[src/rtl/mem_port_arbiter_pkg.sv]
// Shared types for the unified-memory port arbiter: FSM state encoding and
// access-counter width.
package mem_port_arbiter_pkg;

   localparam int ARB_CNT_W = 4;

   typedef enum logic [2:0] {
      ST_IDLE   = 3'd0,
      ST_D_ACC  = 3'd1,
      ST_I_ACC  = 3'd2,
      ST_D_RESP = 3'd3,
      ST_I_RESP = 3'd4
   } arb_state_t;

endpackage

[src/rtl/mem_port_arbiter_acc_counter.sv]
// Loadable down-counter timing one memory access; zero marks the last access cycle.
// Load wins over decrement, and the count saturates at zero.
module mem_port_arbiter_acc_counter
   import mem_port_arbiter_pkg::*;
(
   input  logic                 clk,
   input  logic                 rst,
   input  logic                 load,
   input  logic [ARB_CNT_W-1:0] load_val,
   input  logic                 dec,
   output logic [ARB_CNT_W-1:0] cnt,
   output logic                 zero
);

   always_ff @(posedge clk or negedge rst) begin
      if (!rst) begin
         cnt <= '0;
      end else if (load) begin
         cnt <= load_val;
      end else if (dec && (cnt != '0)) begin
         cnt <= cnt - 1'b1;
      end
   end

   assign zero = (cnt == '0);

endmodule

[src/rtl/mem_port_arbiter.sv]
// Arbitrates IF fetches and MEM loads/stores onto one fixed-latency memory, data first;
// done pulses ACC_CYCLES+1 cycles after grant, requesters stall (req && !done) until then.
module mem_port_arbiter
   import mem_port_arbiter_pkg::*;
#(
   parameter int ADDRESS_LEN = 32,
   parameter int WORD_LEN    = 32,
   parameter int ACC_CYCLES  = 2
) (
   input  logic                   clk,
   input  logic                   rst,
   input  logic                   i_req,
   input  logic [ADDRESS_LEN-1:0] i_addr,
   input  logic                   i_kill,
   output logic [WORD_LEN-1:0]    i_rdata,
   output logic                   i_done,
   output logic                   i_stall,
   input  logic                   d_req,
   input  logic                   d_we,
   input  logic [ADDRESS_LEN-1:0] d_addr,
   input  logic [WORD_LEN-1:0]    d_wdata,
   output logic [WORD_LEN-1:0]    d_rdata,
   output logic                   d_done,
   output logic                   d_stall,
   output logic [ADDRESS_LEN-1:0] m_addr,
   output logic [WORD_LEN-1:0]    m_wdata,
   output logic                   m_re,
   output logic                   m_we,
   input  logic [WORD_LEN-1:0]    m_rdata,
   output logic                   busy
);

   localparam logic [ARB_CNT_W-1:0] LOAD_VAL = ARB_CNT_W'(ACC_CYCLES - 1);

   arb_state_t           state, state_nxt;
   logic [ARB_CNT_W-1:0] cnt;
   logic                 cnt_zero, cnt_load, cnt_dec, cnt_nxt_zero;
   logic                 grant_d, grant_i;
   logic                 acc_we, we_nxt;
   logic                 kill_flag, kill_nxt;
   logic                 m_re_nxt, m_we_nxt, d_done_nxt, i_done_nxt, d_cap, i_cap;

   assign grant_d  = (state == ST_IDLE) && d_req;
   assign grant_i  = (state == ST_IDLE) && !d_req && i_req;
   assign cnt_load = grant_d || grant_i;
   assign cnt_dec  = (state == ST_D_ACC) || (state == ST_I_ACC);

   mem_port_arbiter_acc_counter u_acc_counter (
      .clk      (clk),
      .rst      (rst),
      .load     (cnt_load),
      .load_val (LOAD_VAL),
      .dec      (cnt_dec),
      .cnt      (cnt),
      .zero     (cnt_zero)
   );

   always_ff @(posedge clk or negedge rst) begin
      if (!rst) begin
         state <= ST_IDLE;
      end else begin
         state <= state_nxt;
      end
   end

   always_comb begin
      state_nxt = state;
      case (state)
         ST_IDLE: begin
            if (d_req) begin
               state_nxt = ST_D_ACC;
            end else if (i_req) begin
               state_nxt = ST_I_ACC;
            end
         end
         ST_D_ACC:  if (cnt_zero) state_nxt = ST_D_RESP;
         ST_I_ACC:  if (cnt_zero) state_nxt = ST_I_RESP;
         ST_D_RESP: state_nxt = ST_IDLE;
         ST_I_RESP: state_nxt = ST_IDLE;
         default:   state_nxt = ST_IDLE;
      endcase
   end

   // Memory strobes are registered, so they are decided one edge early from state_nxt.
   always_comb begin
      we_nxt = acc_we;
      if (grant_d) begin
         we_nxt = d_we;
      end else if (grant_i) begin
         we_nxt = 1'b0;
      end
      cnt_nxt_zero = cnt_load ? (LOAD_VAL == '0) : (cnt <= ARB_CNT_W'(1));
      m_re_nxt     = ((state_nxt == ST_D_ACC) && !we_nxt) || (state_nxt == ST_I_ACC);
      m_we_nxt     = (state_nxt == ST_D_ACC) && we_nxt && cnt_nxt_zero;
      d_done_nxt   = (state == ST_D_ACC) && cnt_zero;
      d_cap        = d_done_nxt && !acc_we;
      i_done_nxt   = (state == ST_I_ACC) && cnt_zero && !kill_flag && !i_kill;
      i_cap        = i_done_nxt;
      kill_nxt     = kill_flag;
      if (state_nxt == ST_IDLE) begin
         kill_nxt = 1'b0;
      end else if ((state == ST_I_ACC) && i_kill) begin
         kill_nxt = 1'b1;
      end
   end

   always_ff @(posedge clk or negedge rst) begin
      if (!rst) begin
         m_addr    <= '0;
         m_wdata   <= '0;
         m_re      <= 1'b0;
         m_we      <= 1'b0;
         acc_we    <= 1'b0;
         kill_flag <= 1'b0;
         d_done    <= 1'b0;
         i_done    <= 1'b0;
         d_rdata   <= '0;
         i_rdata   <= '0;
      end else begin
         m_re      <= m_re_nxt;
         m_we      <= m_we_nxt;
         kill_flag <= kill_nxt;
         d_done    <= d_done_nxt;
         i_done    <= i_done_nxt;
         if (grant_d) begin
            m_addr  <= d_addr;
            m_wdata <= d_wdata;
            acc_we  <= d_we;
         end else if (grant_i) begin
            m_addr  <= i_addr;
            acc_we  <= 1'b0;
         end
         if (d_cap) d_rdata <= m_rdata;
         if (i_cap) i_rdata <= m_rdata;
      end
   end

   assign busy    = (state != ST_IDLE);
   assign i_stall = i_req && !i_done;
   assign d_stall = d_req && !d_done;

endmodule

[config.mk]
export PLATFORM = sky130hd
export DESIGN_NAME = mem_port_arbiter
export DESIGN_NICKNAME = d
export VERILOG_FILES = /design/src/rtl/mem_port_arbiter_pkg.sv /design/src/rtl/mem_port_arbiter_acc_counter.sv /design/src/rtl/mem_port_arbiter.sv
export SDC_FILE = /design/constraint.sdc
export NUM_CORES = 1
export LEC_CHECK = 0
export CORE_UTILIZATION = 30
export CTS_BUF_LIST = sky130_fd_sc_hd__clkbuf_4 sky130_fd_sc_hd__clkbuf_8
export DETAILED_ROUTE_END_ITERATION = 8
export DONT_BUFFER_PORTS = 1
export PLACE_DENSITY = 0.46
export SYNTH_ARGS = -nofsm -noshare
export SYNTH_HDL_FRONTEND = slang
export SYNTH_SLANG_ARGS = --single-unit
export TNS_END_PERCENT = 1
[constraint.sdc]
create_clock -name clk -period 3.6 [get_ports clk]
set_input_delay 0.72 -clock clk [delete_from_list [all_inputs] [get_ports clk]]
set_output_delay 0.72 -clock clk [all_outputs]
set_load 0.05 [all_outputs]
==> impl_metrics.csv, run 1 <==
group,metric,value,unit
synthesis,synth.net_count,539,
outcome,violations,"negative hold slack",
timing,setup_tns,0,ns
routing,drt_iter0_drc,113,
floorplan,fp.dieW,140,um
worst_setup_path,arrival,2.98,ns
routing,via_count,3058,
final_layout,fin_nets,539,
global_route,gr-max-usage-layer,"met2",
floorplan,num_rows,50,
timing,drv_slew,0,
global_route,grt_pass1_wl,18.4,mm
synthesis,synth.distinct_cells,29,
synthesis,synth.cell_area,5750,um2
cts,cts_root_buffer,"clkbuf_8",
timing,hold_viol,52,
synthesis,synthTopCellsByArea,"dfrtp_1, mux2_1, mux2_4",
global_route,met1_usage,0.140,
synthesis,post-synth-top-area-cell,"dfrtp_1",
timing,fin_crit_sh,0.738,
timing,clock_skew,0.0137,ns
floorplan,die_h,140,um
timing,setup_viol,0,
global_route,met3_usage,0.0448,
synthesis,yosys.area_share.simple,0.0496,
final_layout,final_util,0.341,
worst_setup_path,cp_slowest_stage_delay,0.90,ns
synthesis,synth-compound-area-share,0.0357,
synthesis,synth_top_area_share,0.613,
floorplan,start_util,0.307,
floorplan,coreArea,18800,um2
placement,place_congestion,0.751,
worst_setup_path,cpMaxStageDelayCell,"or3_2",
cts,worstSkewPairLatency,0.44,ns
worst_setup_path,critPathKind,"register to register",
routing,viasPerCell,4.70,
global_route,grt_antenna_before_repair,0,
cts,clk_pin_slew,0.09,ns
timing,max_clock_freq,376,MHz
synthesis,synthAdderAreaFrac,0.00435,
final_layout,diodes,0,
routing,first_pass_iters,4,
synthesis,synth_xor_xnor_area_share,0.00304,
global_route,grt-ovfl-total,0,
routing,finalWirelength,12.2,mm
synthesis,synth_area_per_cell,14.3,um2
worst_setup_path,critPathBufInv,1,
worst_setup_path,end_kind,"register",
run,drv_cap,0,
final_layout,mostFrequentLayoutCell,"dfrtp_1",
min_path,hp-class,"primary input to async pin",
synthesis,yosys_warnings,0,
final_layout,layout-drive-gt1-share,0.173,
timing,hold_slack,-0.0303,ns
final_layout,final_cell_mix,"dfrtp_1, mux2_1, nand2_1, mux2i_1, o21ai_1",
timing,slew_headroom,0.239,
timing,worstMarginPinSlew,1.14,ns
worst_setup_path,critPathMaxFanout,33,
cts,clock_sinks,141,
placement,dp_hpwl,8.43,mm
synthesis,seq_area_frac_synth,0.613,
worst_setup_path,path_cells,"inv_1, ha_1, nor3b_2, nand2_1, or3_2, mux2_1",
placement,port_buffers,0,
synthesis,synth_top_family_by_area,"multiplexers",
worst_setup_path,start_kind,"register",
final_layout,area_delta_synth_final,11.2,%
global_route,grt_pass1_vias,3155,
outcome,outcome,"finished, violations left",
floorplan,dieArea,19700,um2
floorplan,ios,269,
routing,drc,0,
cts,cts_resized,0,
global_route,grtUsageTotal,0.124,
cts,cts_inserted_buffers,17,
global_route,use_met2,0.208,
global_route,grt_max_degree,142,
routing,wl_per_cell,18.8,um
worst_setup_path,crit_cells,6,
routing,postRouteAntennaNets,0,
cts,clock_path_buffers,2,
synthesis,synth_mux_area_frac,0.266,
cts,postCtsSetupBuffers,0,
worst_setup_path,crit_family,"simple AND/OR/NAND/NOR gates",
worst_setup_path,ff2ff_path_depth,6,
timing,rsz0062_at_grt,"no",
worst_setup_path,crit_required,3.92,ns
cts,cts_tree,"built",
synthesis,synthCells,403,
synthesis,synth_seq_cells,141,
timing,period_minus_slack,2.66,ns
cts,htreeDepth,4,
-- flip-flops by register name (all words and copies together) (netlist names) --
name / cells
acc_we: 1
d_done: 1
d_rdata: 32
i_done: 1
i_rdata: 32
kill_flag: 1
m_addr: 32
m_re: 1
m_wdata: 32
m_we: 1
state: 3
u_acc_counter.cnt: 4
-- kinds of logic after synthesis --
kind of cell / Yosys count
mux: 130
fa+ha+maj: 2
xor+xnor: 2
buf+inv: 29
compound gates: 39
flops: 141
simple gates: 60
-- worst paths after layout --
check,slack (ns),end,start
max,0.94,i_rdata[31],u_acc_counter.cnt[0]
min,-0.03,m_addr[24],rst
max reg2reg,0.94,i_rdata[31],u_acc_counter.cnt[0]
min reg2reg,0.52,kill_flag,kill_flag
max in group asynchronous,3.35,d_rdata[10],rst
min in group clk,0.41,i_rdata[0],m_rdata[0]
-- layer usage --
layer | vias up | share of wire
met5 | - | 0
met2 | 123 | 0.51
met4 | 0 | 0.015
met3 | 10 | 0.074
li1 | 1402 | -
met1 | 1523 | 0.40
-- synthesized netlist by cell type, drive strengths merged --
| cell | instances |
|---|---|
| a21oi | 2 |
| a22o | 1 |
| and2 | 1 |
| and4 | 1 |
| buf | 15 |
| clkbuf | 7 |
| dfrtp | 141 |
| ha | 2 |
| inv | 7 |
| mux2 | 96 |
| mux2i | 34 |
| nand2 | 37 |
| nand2b | 1 |
| nand3 | 1 |
| nor2 | 4 |
| nor2b | 3 |
| nor3 | 5 |
| nor3b | 2 |
| nor4 | 2 |
| nor4b | 2 |
| o21a | 2 |
| o21ai | 33 |
| o22ai | 1 |
| or3 | 1 |
| xnor2 | 2 |
-- area by class of cell --
cell class | instances | area, um2
fill | 1841 | 12400
sequential | 141 | 3530
multi-input combinational | 233 | 2090
tap | 234 | 293
clock buffer | 18 | 248
clock inverter | 14 | 183
timing repair buffer | 3 | 35.0
inverter | 7 | 26.3
-- stage by stage --
step                std cells  setup slack, ns  cell area (um2)  hold WS [ns]
finish                    650            0.943             6400       -0.0303
floorplan                 403             1.45             5750         0.424
CTS                       650            0.914             6400       -0.0798
global route              650            0.770             6400       -0.0855
global placement          618             1.03             5970         0.427
detailed placement        618            0.929             5970         0.427
Power of run 1 is left out: the tool's default activity adds up to more than one toggle a clock period on the data nets, which glitch-free logic cannot reach.
==> run 2: changes to the inputs <==
- PLACE_DENSITY: 0.46 -> 0.47
- clock period: 3.6 -> 2.28 ns (I/O delays scaled with it)
==> impl_metrics.csv, run 2 (synthesis results as in run 1) <==
group,metric,value,unit
final_layout,diodes,0,
floorplan,start_util,0.307,
cts,cts_resized,0,
final_layout,layout-drive-gt1-share,0.179,
timing,hold_slack,-0.285,ns
worst_setup_path,start_kind,"register",
worst_setup_path,arrival,2.40,ns
routing,viasPerCell,4.78,
final_layout,mostFrequentLayoutCell,"dfrtp_1",
placement,detailedPlace.worstSlack,0.189,ns
timing,worstMarginPinSlew,0.752,ns
worst_setup_path,critPathMaxFanout,33,
cts,worstSkewPairLatency,0.43,ns
global_route,grt_pass1_wl,18.1,mm
cts,htreeDepth,4,
placement,port_buffers,0,
worst_setup_path,crit_path_start,"u_acc_counter.cnt[0]",
timing,slew_headroom,0.497,
final_layout,area_delta_synth_final,11.7,%
placement,place_congestion,0.705,
worst_setup_path,ff2ff_path_depth,7,
floorplan,ios,269,
global_route,grt-ovfl-total,0,
final_layout,final_cell_mix,"dfrtp_1, mux2_1, nand2_1, mux2i_1, o21ai_1",
cts,cts_inserted_buffers,17,
cts,clock_path_buffers,2,
worst_setup_path,r2r_start,"u_acc_counter.cnt[0]",
floorplan,fp.dieW,140,um
cts,cts_root_buffer,"clkbuf_8",
worst_setup_path,crit_required,2.59,ns
floorplan,die_h,140,um
floorplan,num_rows,50,
timing,rsz0062_at_grt,"no",
global_route,grt_pass1_vias,3211,
worst_setup_path,r2r_slack,0.19,ns
routing,drt_iter0_drc,109,
worst_setup_path,end_kind,"register",
routing,via_count,3121,
outcome,outcome,"finished, violations left",
placement,dpl_cell_area,6050,um2
outcome,violations,"negative hold slack",
routing,first_pass_iters,4,
floorplan,coreArea,18800,um2
timing,setup_ws,0.187,ns
timing,hold_viol,141,
routing,wl_per_cell,18.3,um
run,drv_cap,0,
global_route,grt_max_degree,142,
timing,clock_skew,0.0114,ns
routing,drc,0,
floorplan,dieArea,19700,um2
cts,cts_tree,"built",
timing,max_clock_freq,478,MHz
worst_setup_path,critPathKind,"register to register",
timing,setup_viol,0,
final_layout,final_area,6430,um2
timing,setup_tns,0,ns
cts,clock_sinks,141,
cts,postCtsSetupBuffers,0,
routing,postRouteAntennaNets,0,
min_path,hp-class,"primary input to async pin",
final_layout,fin_nets,545,
global_route,grtUsageTotal,0.121,
cts,clk_pin_slew,0.08,ns
timing,fin_crit_sh,0.918,
global_route,grt_antenna_before_repair,0,
final_layout,fill_cells,1836,
timing,drv_slew,0,
routing,finalWirelength,11.9,mm
placement,dp_hpwl,8.39,mm
timing,period_minus_slack,2.09,ns
[run 2: cell types whose count changed in the layout (fill, tap and decap cells not counted), moves of 3 or more]
| cell | previous run | this run |
|---|---|---|
| inv_6 | 3 | 0 |
| clkinvlp_4 | 5 | 1 |
| clkbuf_4 | 0 | 3 |
| buf_4 | 2 | 5 |
| buf_12 | 1 | 4 |
| clkinv_2 | 0 | 3 |
[run 2: worst paths after layout]
path / end
setup / recovery: i_rdata[28]
hold / removal: m_addr[27]
setup reg to reg: i_rdata[28]
hold reg to reg: kill_flag
max in group asynchronous: d_rdata[1]
min in group clk: d_rdata[23]
[run 2: stage by stage]
stage / std cells / util / hold WS (ns)
2_1_floorplan: 403 / - / 0.160
3_3_place_gp: 624 / 0.322 / 0.164
3_5_place_dp: 624 / 0.322 / 0.163
4_1_cts: 653 / 0.342 / -0.332
5_1_grt: 653 / 0.342 / -0.337
6_report: 653 / 0.342 / -0.285
[run 2: layer usage]
| metal | vias to the layer above | routed length, um | track usage |
|---|---|---|---|
| met1 | 1574 | 4590 | 0.134 |
| met2 | 121 | 6370 | 0.210 |
| met3 | 9 | 810 | 0.0465 |
| met5 | - | 0 | 0 |
| li1 | 1417 | - | - |
| met4 | 0 | 163 | 0.0469 |
[run 2: layout make-up]
class	instances	area (um2)	area share
Sequential cell	141	3530	0.549
Multi-Input combinational cell	233	2090	0.325
Tap cell	234	293	0.0456
Clock buffer	22	284	0.0442
Timing Repair Buffer	9	118	0.0183
Clock inverter	7	91.3	0.0142
Inverter	7	26.3	0.00409
[run 2: critical path: stages, from the launching register on]
cell,delay [ns]
dfrtp_1,0.42
inv_1,0.07
ha_1,0.18
nor3b_2,0.19
nand2_1,0.09
or3_2,0.45
buf_12,0.21
mux2_4,0.32
Power of run 2 is left out for the same reason.
==> run 3: changes to the inputs <==
- GPL_TIMING_DRIVEN: not set -> 0
==> impl_metrics.csv, run 3 (synthesis results as in run 1) <==
group,metric,value,unit
global_route,grt_pass1_wl,19.2,mm
worst_setup_path,crit_path_start,"u_acc_counter.cnt[0]",
floorplan,start_util,0.307,
worst_setup_path,crit_required,2.60,ns
timing,max_clock_freq,446,MHz
final_layout,mostFrequentLayoutCell,"dfrtp_1",
cts,worstSkewPairLatency,0.43,ns
routing,postRouteAntennaNets,0,
cts,cts_inserted_buffers,17,
final_layout,fin_nets,560,
timing,rsz0062_at_grt,"yes",
routing,drt_iter0_drc,80,
global_route,grt-ovfl-total,0,
timing,setup_viol,0,
worst_setup_path,arrival,2.56,ns
routing,drc,0,
min_path,hp-class,"primary input to async pin",
cts,cts_tree,"built",
timing,clock_skew,0.0130,ns
outcome,outcome,"finished, violations left",
placement,place_congestion,0.722,
cts,clock_path_buffers,2,
worst_setup_path,critPathMaxFanout,10,
timing,fin_crit_sh,0.982,
global_route,grtUsageTotal,0.129,
final_layout,fill_cells,1811,
cts,clock_sinks,141,
timing,slew_headroom,0.622,
global_route,grt_max_degree,142,
cts,cts_root_buffer,"clkbuf_8",
timing,drv_slew,0,
floorplan,ios,269,
placement,port_buffers,0,
worst_setup_path,end_kind,"register",
timing,period_minus_slack,2.24,ns
timing,hold_slack,-0.287,ns
timing,worstMarginPinSlew,0.564,ns
worst_setup_path,critPathKind,"register to register",
run,drv_cap,0,
worst_setup_path,start_kind,"register",
final_layout,final_area,6520,um2
final_layout,final_cell_mix,"dfrtp_1, mux2_1, nand2_1, mux2i_1, o21ai_1",
global_route,grt_antenna_before_repair,0,
floorplan,num_rows,50,
routing,wl_per_cell,18.9,um
floorplan,coreArea,18800,um2
routing,via_count,3203,
global_route,grt_pass1_vias,3371,
floorplan,dieArea,19700,um2
routing,viasPerCell,4.77,
timing,hold_viol,141,
final_layout,area_delta_synth_final,13.3,%
cts,clk_pin_slew,0.08,ns
floorplan,die_h,140,um
placement,dpl_cell_area,6050,um2
routing,first_pass_iters,4,
routing,finalWirelength,12.7,mm
placement,dp_hpwl,9.22,mm
final_layout,diodes,0,
worst_setup_path,r2r_start,"u_acc_counter.cnt[0]",
cts,htreeDepth,4,
final_layout,layout-drive-gt1-share,0.195,
floorplan,fp.dieW,140,um
outcome,violations,"negative hold slack",
==> run 3: final timing paths <==
path                               endpoint  slack [ns]  cells after the start
worst min register to register    kill_flag        0.52                      2
max in group asynchronous        d_rdata[5]        2.39                      0
worst min-delay path             m_addr[25]       -0.29                      0
worst max register to register   i_rdata[2]        0.04                      8
worst max-delay path             i_rdata[2]        0.04                      8
min in group clk                d_rdata[19]        0.15                      1
==> run 3: layer usage <==
| metal | GRT usage | wire length [um] |
|---|---|---|
| met5 | 0 | 0 |
| met4 | 0.0469 | 136 |
| met3 | 0.0506 | 867 |
| met2 | 0.231 | 6980 |
| met1 | 0.138 | 4710 |
==> run 3: critical path, stage by stage (launching register included) <==
cell	delay, ns
dfrtp_1	0.44
inv_1	0.08
ha_1	0.20
nor3b_4	0.30
nand2_1	0.10
or3_1	0.30
buf_2	0.20
buf_6	0.19
mux2_4	0.30
==> run 3: metrics by stage <==
| step | std cells | TNS (ns) | setup slack (ns) | util |
|---|---|---|---|---|
| after floorplan | 403 | 0 | 0.295 | - |
| after global placement | 637 | -5.82 | -0.224 | 0.322 |
| after detailed placement | 637 | -6.68 | -0.267 | 0.322 |
| after CTS | 669 | 0 | 0.00340 | 0.346 |
| after global routing | 671 | -0.332 | -0.0233 | 0.347 |
| final | 671 | 0 | 0.0401 | 0.347 |
==> run 3: layout make-up <==
type	instances	area [um2]	area share
buffer	22	148	0.0226
clock buffer	23	292	0.0447
clock inverter	9	135	0.0207
inverter	7	26.3	0.00403
multi-input combinational	233	2080	0.319
sequential	141	3530	0.541
tap	234	293	0.0449
timing repair buffer	2	15.0	0.00230
==> run 3: repair_timing <==
item | 4_1_cts | 5_1_grt
setup buffers | 0 | 2
gates resized for setup | 7 | 2
pin swaps | 0 | 1
endpoints found under the hold margin | 141 | 141
endpoints found under the setup margin | 32 | 59
Power of run 3 is left out for the same reason.
==> edit (config.mk and constraints of run 2) <==
Set the parameter `ADDRESS_LEN` to 16 (it was 32).
--- a/src/rtl/mem_port_arbiter.sv
+++ b/src/rtl/mem_port_arbiter.sv
@@ -3,7 +3,7 @@
 module mem_port_arbiter
    import mem_port_arbiter_pkg::*;
 #(
-   parameter int ADDRESS_LEN = 32,
+   parameter int ADDRESS_LEN = 16,
    parameter int WORD_LEN    = 32,
    parameter int ACC_CYCLES  = 2
 ) (
Ports: changed (resized d_addr, i_addr and m_addr); port bits go from 269 to 221. No check against the original RTL was run, so the function may have changed too.
==> edit against run 2 <==
The run still ends with negative hold slack left. Non-clock buffer count is 2 lower. Global-route usage shrank 0.29 points. Wire length shrank 17%. Worst setup slack gained 0.025 ns. Via count is 17% lower. Area after synthesis decreased by 12%. Sequential cell count decreased by 16. Synthesized cell count fell by 17%. Design area down 9.5%.
Power is not shown: default switching activity piles up to over one toggle a cycle in this logic, so the estimate is an artifact.
==> edit: results (changes against run 2) <==
metric;value;unit;change
met1_usage;13.54;%;+0.15 points
top_regs;d_rdata (32), i_rdata (32), m_wdata (32);;
syn_nets;438;;-19%
ys_types;32;;+10%
grt_pass1_wl;15510;um;-14%
drt_wl_total;9932;um;-17%
rr_worst_depth;7;;unchanged
synthTopCellsByArea;dfrtp_1 62%, mux2_1 10%, mux2_4 8.6%;;
grt_util_met2;18.17;%;-2.8 points
skew;0.007363;ns;-0.004013 ns
whs;-0.2930;ns;-0.008202 ns
drive_gt1_share;27.25;%;+9.3 points
final_max_slew_viol_count;0;;unchanged
synthTopCellsByCount;125 x dfrtp_1, 45 x mux2_1, 29 x mux2_4;;
layout_setup_ws;0.2116;ns;+0.02505 ns
grt_max_degree;126;;-11%
hold_class;in2async;;
fin_nets;447;;-18%
ys_seq_area_share;61.84;%;+0.52 points
dr_wl_met2;4662;um;-27%
grt_use_total;11.82;%;-0.29 points
met1_length;4106;um;-11%
pre_cts_ws;0.1890;ns;-0.0003310 ns
vias_per_cell;4.507;;-5.7%
gp_congestion;0.7028;;-0.30%
first_global_vias;2779;;-13%
hold_viol;125;;-11%
crit_path_top_delay_cell;or3_2;;
gr-usage-met3;6.305;%;+1.7 points
r2r_start;u_acc_counter.cnt[0];;
status;finished with violations;;
netlist_instances;334;;-17%
violations;negative hold slack;;
instances_no_fill;576;;-12%
post-place-cells;544;;-13%
cts_buffer_depth;2;;unchanged
place_hpwl;6642;um;-21%
wl_met3;1017;um;+26%
crit_type;reg2reg;;
r2r-end;i_rdata[31];;
antennaDiodeCount;0;;unchanged
highest_layer;met4;;
drt_iter0_drc;61;;-44%
placed_area;5301;um^2;-12%
worst_pin_slew;0.5004;ns;-0.2517 ns
edit: cell count changes after synthesis, sizes merged:
cell    change
clkbuf      -3
buf         -2
dfrtp      -16
o21ai      -16
nand2      -16
mux2i      -16
edit: logic make-up (layout without fill, tap and decap cells):
kind of cell | after synthesis | after routing | share of synthesized area (%)
buffers and inverters | 24 | 46 | 3.215
muxes | 114 | 114 | 27.08
DFF | 125 | 125 | 61.84
xor gates and xnor gates | 2 | 2 | 0.3463
and+or+nand+nor | 44 | 44 | 4.551
AOI/OAI and AO/OA | 23 | 23 | 2.473
adders and majority gates | 2 | 2 | 0.4946
edit: layout make-up:
class                   instances  area, um^2
clock buffers                  21       276.5
clock inverters                11       236.5
fillers                      1604       10710
inverters                       7       26.28
multi-input cells             185        1782
flip-flops and latches        125        3128
well taps                     220       275.3
repair buffers                  7       90.09
edit: timing repair:
item,in CTS,in global routing
endpoints found under the hold margin,125,125
endpoints found under the setup margin,0,0
buffers inserted,0,0
